==> src/rtl/bus_xfer_pkg.sv <==
// Shared definitions for the bus transfer controller: state encoding,
// parameter defaults and a counter-width helper.
package bus_xfer_pkg;

  typedef enum logic [1:0] {
    IDLE  = 2'd0,
    WRITE = 2'd1,
    READ  = 2'd2,
    TURN  = 2'd3
  } bus_xfer_state_e;

  localparam int BUS_XFER_TURN_CYC_DEF = 1;
  localparam int BUS_XFER_TIMEOUT_DEF  = 15;

  // Bits needed for a counter that runs 0 .. n-1 (at least one bit).
  function automatic int cnt_w(input int n);
    return (n <= 2) ? 1 : $clog2(n);
  endfunction

endpackage

==> src/rtl/bus_xfer_ctrl.sv <==
// Single-transfer controller for a shared tri-state bus: IDLE -> WRITE/READ -> TURN -> IDLE.
// Optional ack timeout is enabled with the macro BUS_XFER_CTRL_TIMEOUT_EN.
module bus_xfer_ctrl
  import bus_xfer_pkg::*;
#(
  parameter type T        = logic [7:0],
  parameter int  TURN_CYC = BUS_XFER_TURN_CYC_DEF,
  parameter int  TIMEOUT  = BUS_XFER_TIMEOUT_DEF
) (
  input  logic       clk,
  input  logic       rst_n,
  input  logic       req_valid,
  output logic       req_ready,
  input  logic       req_write,
  input  T           req_data,
  output logic       rsp_valid,
  output T           rsp_data,
  output logic       rsp_err,
  output logic       bus_rw,
  output T           bus_wdata,
  input  T           bus_in,
  input  logic       bus_ack,
  output logic [1:0] dbg_state
);

  // Handshake: a request is taken on a rising edge where req_valid && req_ready;
  // req_ready is high only in IDLE. rsp_valid is a single-cycle pulse with no
  // backpressure, and rsp_err / rsp_data are meaningful only alongside it.

  localparam int TURN_W = cnt_w(TURN_CYC);

  bus_xfer_state_e   state_q, state_d;
  logic              bus_rw_q, bus_rw_d;
  logic              rsp_valid_q, rsp_valid_d;
  T                  bus_wdata_q, bus_wdata_d;
  T                  rsp_data_q, rsp_data_d;
  logic [TURN_W-1:0] turn_cnt_q, turn_cnt_d;

`ifdef BUS_XFER_CTRL_TIMEOUT_EN
  localparam int WAIT_W = cnt_w(TIMEOUT);
  logic [WAIT_W-1:0] wait_cnt_q, wait_cnt_d;
  logic              rsp_err_q, rsp_err_d;
  logic              wait_last;

  // The cycle where the counter reads TIMEOUT-1 is the last one an ack may use.
  assign wait_last = (wait_cnt_q == WAIT_W'(TIMEOUT - 1));
`endif

  always_comb begin
    state_d     = state_q;
    bus_rw_d    = 1'b0;
    rsp_valid_d = 1'b0;
    bus_wdata_d = bus_wdata_q;
    rsp_data_d  = rsp_data_q;
    turn_cnt_d  = turn_cnt_q;
`ifdef BUS_XFER_CTRL_TIMEOUT_EN
    wait_cnt_d  = wait_cnt_q;
    rsp_err_d   = 1'b0;
`endif

    case (state_q)
      IDLE: begin
        if (req_valid) begin
          state_d    = req_write ? WRITE : READ;
          bus_rw_d   = req_write;
          turn_cnt_d = '0;
          if (req_write) begin
            bus_wdata_d = req_data;
          end
`ifdef BUS_XFER_CTRL_TIMEOUT_EN
          wait_cnt_d = '0;
`endif
        end
      end

      WRITE: begin
        bus_rw_d = 1'b1;
        if (bus_ack) begin
          state_d     = TURN;
          bus_rw_d    = 1'b0;
          rsp_valid_d = 1'b1;
`ifdef BUS_XFER_CTRL_TIMEOUT_EN
        end else if (wait_last) begin
          state_d     = TURN;
          bus_rw_d    = 1'b0;
          rsp_valid_d = 1'b1;
          rsp_err_d   = 1'b1;
        end else begin
          wait_cnt_d = wait_cnt_q + WAIT_W'(1);
`endif
        end
      end

      READ: begin
        if (bus_ack) begin
          state_d     = TURN;
          rsp_valid_d = 1'b1;
          rsp_data_d  = bus_in;
`ifdef BUS_XFER_CTRL_TIMEOUT_EN
        end else if (wait_last) begin
          state_d     = TURN;
          rsp_valid_d = 1'b1;
          rsp_err_d   = 1'b1;
        end else begin
          wait_cnt_d = wait_cnt_q + WAIT_W'(1);
`endif
        end
      end

      TURN: begin
        if (turn_cnt_q == TURN_W'(TURN_CYC - 1)) begin
          state_d = IDLE;
        end else begin
          turn_cnt_d = turn_cnt_q + TURN_W'(1);
        end
      end

      default: state_d = IDLE;
    endcase
  end

  // Reset is asynchronous so bus_rw releases the shared bus immediately.
  always_ff @(posedge clk or negedge rst_n) begin
    if (!rst_n) begin
      state_q     <= IDLE;
      bus_rw_q    <= 1'b0;
      rsp_valid_q <= 1'b0;
      bus_wdata_q <= '0;
      rsp_data_q  <= '0;
      turn_cnt_q  <= '0;
`ifdef BUS_XFER_CTRL_TIMEOUT_EN
      wait_cnt_q  <= '0;
      rsp_err_q   <= 1'b0;
`endif
    end else begin
      state_q     <= state_d;
      bus_rw_q    <= bus_rw_d;
      rsp_valid_q <= rsp_valid_d;
      bus_wdata_q <= bus_wdata_d;
      rsp_data_q  <= rsp_data_d;
      turn_cnt_q  <= turn_cnt_d;
`ifdef BUS_XFER_CTRL_TIMEOUT_EN
      wait_cnt_q  <= wait_cnt_d;
      rsp_err_q   <= rsp_err_d;
`endif
    end
  end

  assign req_ready = (state_q == IDLE);
  assign rsp_valid = rsp_valid_q;
  assign rsp_data  = rsp_data_q;
  assign bus_rw    = bus_rw_q;
  assign bus_wdata = bus_wdata_q;
  assign dbg_state = state_q;
`ifdef BUS_XFER_CTRL_TIMEOUT_EN
  assign rsp_err   = rsp_err_q;
`else
  assign rsp_err   = 1'b0;
`endif

endmodule

==> config.mk <==
export PLATFORM = sky130hd
export DESIGN_NAME = bus_xfer_ctrl
export DESIGN_NICKNAME = d
export VERILOG_FILES = /design/src/rtl/bus_xfer_pkg.sv /design/src/rtl/bus_xfer_ctrl.sv
export SDC_FILE = /design/constraint.sdc
export NUM_CORES = 1
export LEC_CHECK = 0
export ABC_AREA = 1
export CORE_MARGIN = 2
export CORE_UTILIZATION = 40
export CTS_BUF_LIST = sky130_fd_sc_hd__clkbuf_16
export CTS_CLUSTER_DIAMETER = 120
export DETAILED_ROUTE_END_ITERATION = 6
export PLACE_DENSITY = 0.77
export SETUP_SLACK_MARGIN = 0.15
export SYNTH_ARGS = -nofsm -noshare
export SYNTH_HDL_FRONTEND = slang
export SYNTH_SLANG_ARGS = --single-unit
==> constraint.sdc <==
create_clock -name clk -period 1.57 [get_ports clk]
set_clock_uncertainty 0.15 [all_clocks]
set_input_delay 0.471 -clock clk [delete_from_list [all_inputs] [get_ports clk]]
set_output_delay 0.471 -clock clk [all_outputs]
set_load 0.01 [all_outputs]
# Word-level counts from Yosys, hierarchy flattened
# Index checks and enable logic that the tools add are counted.
[word_totals]
ff_bits = 21
inputBits = 21
[classes]
n_addsub = 1
n_eq_ne = 6
n_mux = 13
n_reduce_logical = 7
[ops]
columns = ["operator", "count"]
rows = [
  ["2-bit 2-to-1 mux", 4],
  ["1-bit 2-to-1 mux", 6],
  ["2-bit one-hot mux with 3 select lines", 1],
  ["3-bit AND reduction", 2],
  ["2-bit equality test, second input constant", 2],
  ["2-bit inequality test, second input constant", 2],
  ["1-bit one-hot mux with 2 select lines", 2],
  ["2-bit AND reduction", 2],
  ["2-bit by 1-bit equality test with 1-bit output, second input constant", 1],
  ["2-bit zero test", 1],
  ["2-bit by 1-bit inequality test with 1-bit output, second input constant", 1],
  ["2-bit nonzero test", 1],
  ["2-bit OR reduction", 1],
  ["1-bit adder, second input constant", 1],
]

# Longest topological paths before layout
[depth]
ltp_word = 4
depth_mapped = 7

# Worst setup path before layout
# No wires, ideal clock.
[synth_path]
path_type = "reg2reg"
start = "register state_q[0], in the netlist dbg_state[0]"
end = "register bus_wdata_q (netlist bit bus_wdata[5])"
arrival_ns = 1.249
setup_slack_ns = 0.053
path_stages_with_launch = 7
synth_period_minus_slack_ns = 1.517
path_cell_list = "dfrtp_1 -> inv_1 -> ha_1 -> nand3_4 -> buf_6 -> nand2_1 -> o21ai_2"
[synth_via]
elab_chain_cells = 2
[synth_rtl]
columns = ["element", "line", "text"]
rows = [
  ["from (decl)", "bus_xfer_ctrl.sv:32", "bus_xfer_state_e state_q, state_d;"],
  ["from (signal assigned)", "bus_xfer_ctrl.sv:136", "state_q <= state_d;"],
  ["2-bit zero test", "n/a", ""],
  ["net req_ready", "bus_xfer_ctrl.sv:13", "output logic req_ready,"],
  ["3-bit AND reduction (no source line)", "n/a", ""],
  ["to (signal assigned)", "bus_xfer_ctrl.sv:139", "bus_wdata_q <= bus_wdata_d;"],
  ["to (decl)", "bus_xfer_ctrl.sv:35", "T bus_wdata_q, bus_wdata_d;"],
]
# The timed path passes the listed nets, and every way through them passes these cells.
# A chain may end at the register's enable or synchronous reset.

# Worst setup path after layout
[layout_path]
start = "register state_q[0], in the netlist dbg_state[0]"
end = "output port req_ready"
[layout_via]
elab_chain_cells = 1
[layout_rtl]
columns = ["element", "line", "text"]
rows = [
  ["2-bit zero test", "bus_xfer_ctrl.sv:149", "assign req_ready = (state_q == IDLE);"],
  ["to (decl)", "bus_xfer_ctrl.sv:13", ""],
]
# No other way between the ends.

==> flow_summary.json <==
{
  "p_sw_mw": 1.14,
  "power_frac_clock_pct": 17.5,
  "critPathArrivalTime_ns": 0.94,
  "drt_iter0_markers": 12,
  "yosysTopAreaCell": "dfrtp_1",
  "utilization_pct": 69.2,
  "worst_slack_ns": 0.00424,
  "yosysSeqAreaShare_pct": 52.5,
  "ys_seq_elements": 20,
  "min_path_type": "reg2reg",
  "cts_htree_levels": 1,
  "ant_nets": 0,
  "cp-startpoint": "dbg_state[0]",
  "drv_slew": 0,
  "ys_top_cells_by_area": "dfrtp_1 (52%), nand2_1 (15%), o21ai_2 (7.3%)",
  "clock_latency_ns": 0.25,
  "crit_path_max_fanout": 2,
  "rows": 17,
  "syn_area_per_cell_um2": 9.17,
  "power_density_mw_per_mm2": 1930,
  "hold_viol": 0,
  "rsz0062_at_grt": "true",
  "rr_endpoint": "dbg_state[1]",
  "worstPathRequired_ns": 0.95,
  "vias": 864,
  "finalPower_mw": 2.98,
  "seqPwrFrac_pct": 28.9,
  "drt_pre_antenna_iters": 3,
  "r2r_slack_ns": 0.10,
  "fmax_mhz": 639,
  "syn-cell-area_um2": 953,
  "synth_top_area_share_pct": 52.5,
  "grt_pass1_vias": 837,
  "grt_pass1_wl_um": 3730,
  "die_w_um": 52.8,
  "p_sw_share_pct": 38.2,
  "cts.clk_slew.worst_paths_ns": 0.05,
  "pre_cts_slack_ns": -0.196,
  "cts_made_buffers": 3,
  "crit_type": "reg2out",
  "drv_cap": 0,
  "die_h_um": 52.8,
  "r2r_start": "dbg_state[0]",
  "grt_max_degree": 21,
  "clk_path_buf_depth": 2,
  "core-area_mm2": 0.00223,
  "p_int_mw": 1.84,
  "gp_congestion": 0.728,
  "initial_core_util_pct": 42.7,
  "antenna_found_initial": 0,
  "whs_ns": 0.312,
  "setup.worst_path.end_class": "output port",
  "io_pins": 43,
  "synth_cells": 104,
  "syn_nets": 130,
  "yosysUniqueCellTypes": 14,
  "final_layout_size_suffix_gt1_share_pct": 38.4,
  "post-route-period-util_pct": 99.7,
  "area_growth_pct": 62.1,
  "tritoncts": "done",
  "ys_warn_count": 0,
  "wl_per_cell_um": 12.8,
  "layout_min_cycle_time_ns": 1.57,
  "cts_sinks": 20,
  "setup_violations": 0,
  "root_buffer": "clkbuf_16",
  "fin_nets": 186,
  "portBuffers": 41,
  "run_status": "complete, no violations",
  "fin_setup_tns_ns": 0,
  "vias_per_cell": 4.62,
  "reg2reg_depth": 8,
  "gr-usage-all-layers_pct": 18.9,
  "num_antenna_cells": 0,
  "die-area_mm2": 0.00279,
  "routed_wl_um": 2400,
  "comb_power_share_pct": 53.6,
  "p_leak_nw": 0.835,
  "startpoint_type": "flop",
  "grt-ovfl-total": 0,
  "vdd_drop_max_uv": 1260,
  "crit_path_end": "req_ready",
  "hpwl_um": 1620,
  "drc": 0
}
state kept, by name, indices dropped and copies added (netlist names):
register	count
bus_wdata	8
rsp_data	8
dbg_state	2
rsp_valid	1
bus_rw	1
how the worst min path moves through the flow:
stage          cells past startpoint           to        start
4_1_cts                            2  rsp_data[6]  rsp_data[6]
5_1_grt                            2  rsp_data[3]  rsp_data[3]
3_3_place_gp                       2  rsp_data[1]  rsp_data[1]
2_1_floorplan                      0       bus_rw        rst_n
3_5_place_dp                       2  rsp_data[6]  rsp_data[6]
6_report                           2  rsp_data[6]  rsp_data[6]
synthesized netlist by cell type:
master / instances
a21oi_4: 1
dfrtp_1: 20
ha_1: 5
buf_6: 1
inv_1: 15
o21ai_2: 8
buf_2: 1
nand2_1: 39
nand3_1: 8
o21ai_0: 1
conb_1: 1
nand3_4: 1
buf_4: 2
nor2_1: 1
cells in the final DEF (no fill, tap or decap):
| cell | n |
|---|---|
| nor2_1 | 1 |
| clkbuf_16 | 3 |
| nand2_2 | 3 |
| nand3_2 | 1 |
| nand3_4 | 2 |
| buf_6 | 3 |
| ha_1 | 2 |
| nand3_1 | 7 |
| o21ai_0 | 1 |
| inv_1 | 12 |
| clkdlybuf4s50_1 | 17 |
| buf_4 | 11 |
| a21oi_4 | 1 |
| o21ai_2 | 8 |
| clkinv_1 | 1 |
| inv_2 | 2 |
| buf_2 | 20 |
| conb_1 | 1 |
| nand2_1 | 33 |
| dfrtp_1 | 20 |
| inv_4 | 1 |
| dlymetal6s2s_1 | 1 |
| dlygate4sd2_1 | 2 |
| nand2_4 | 3 |
| ha_4 | 3 |
worst max-delay path, stage by stage, from the launching register on:
cell and delay (ns):
dfrtp_1 0.38, inv_2 0.08, ha_4 0.14, buf_6 0.09
metrics by stage:
stage	area (um2)	instances
6_report	1550	187
3_5_place_dp	1460	179
2_1_floorplan	966	104
5_1_grt	1550	187
4_1_cts	1500	187
3_3_place_gp	1460	179
power by group through the flow:
stage	Combinational, mW	Clock (mW)	Sequential (mW)
finish	1.60	0.522	0.862
global route	1.76	0.551	0.886
CTS	1.48	0.528	0.862
detailed placement	1.50	0	0.876
global placement	1.46	0	0.864
floorplan	0.593	0	1.00
per-layer routing:
| layer | GRT usage, % | share of wire [%] | vias to the layer above |
|---|---|---|---|
| li1 | - | - | 432 |
| met1 | 22.5 | 42 | 411 |
| met2 | 34.2 | 54 | 19 |
| met3 | 1.71 | 2.8 | 2 |
| met4 | 8.55 | 0.79 | 0 |
| met5 | 0 | 0 | - |
layout make-up:
type	count	area [um2]
Inverter	15	58.8
Clock buffer	3	75.1
Fill cell	181	688
Clock inverter	1	3.75
Tap cell	28	35.0
Sequential cell	20	500
Timing Repair Buffer	54	417
Multi-Input combinational cell	66	455
cells by family (layout without fill, tap and decap cells):
family	count (synthesis)	in the layout	synth area share [%]
buffers and inverters	19	73	9.18
flip-flops	20	20	52.5
AO/OA/AOI/OAI	10	10	9.58
adder cells (fa/ha/maj)	5	5	6.56
AND/OR/NAND/NOR	49	50	21.8
other	1	1	0.393
repair_timing:
item,in CTS,in global routing
hold buffers,0,0
pin swaps,4,3
setup endpoints to repair,35,13
cloned,1,0
buffers inserted,3,0
resized for setup,98,10
(Power assumes the default switching activity.)
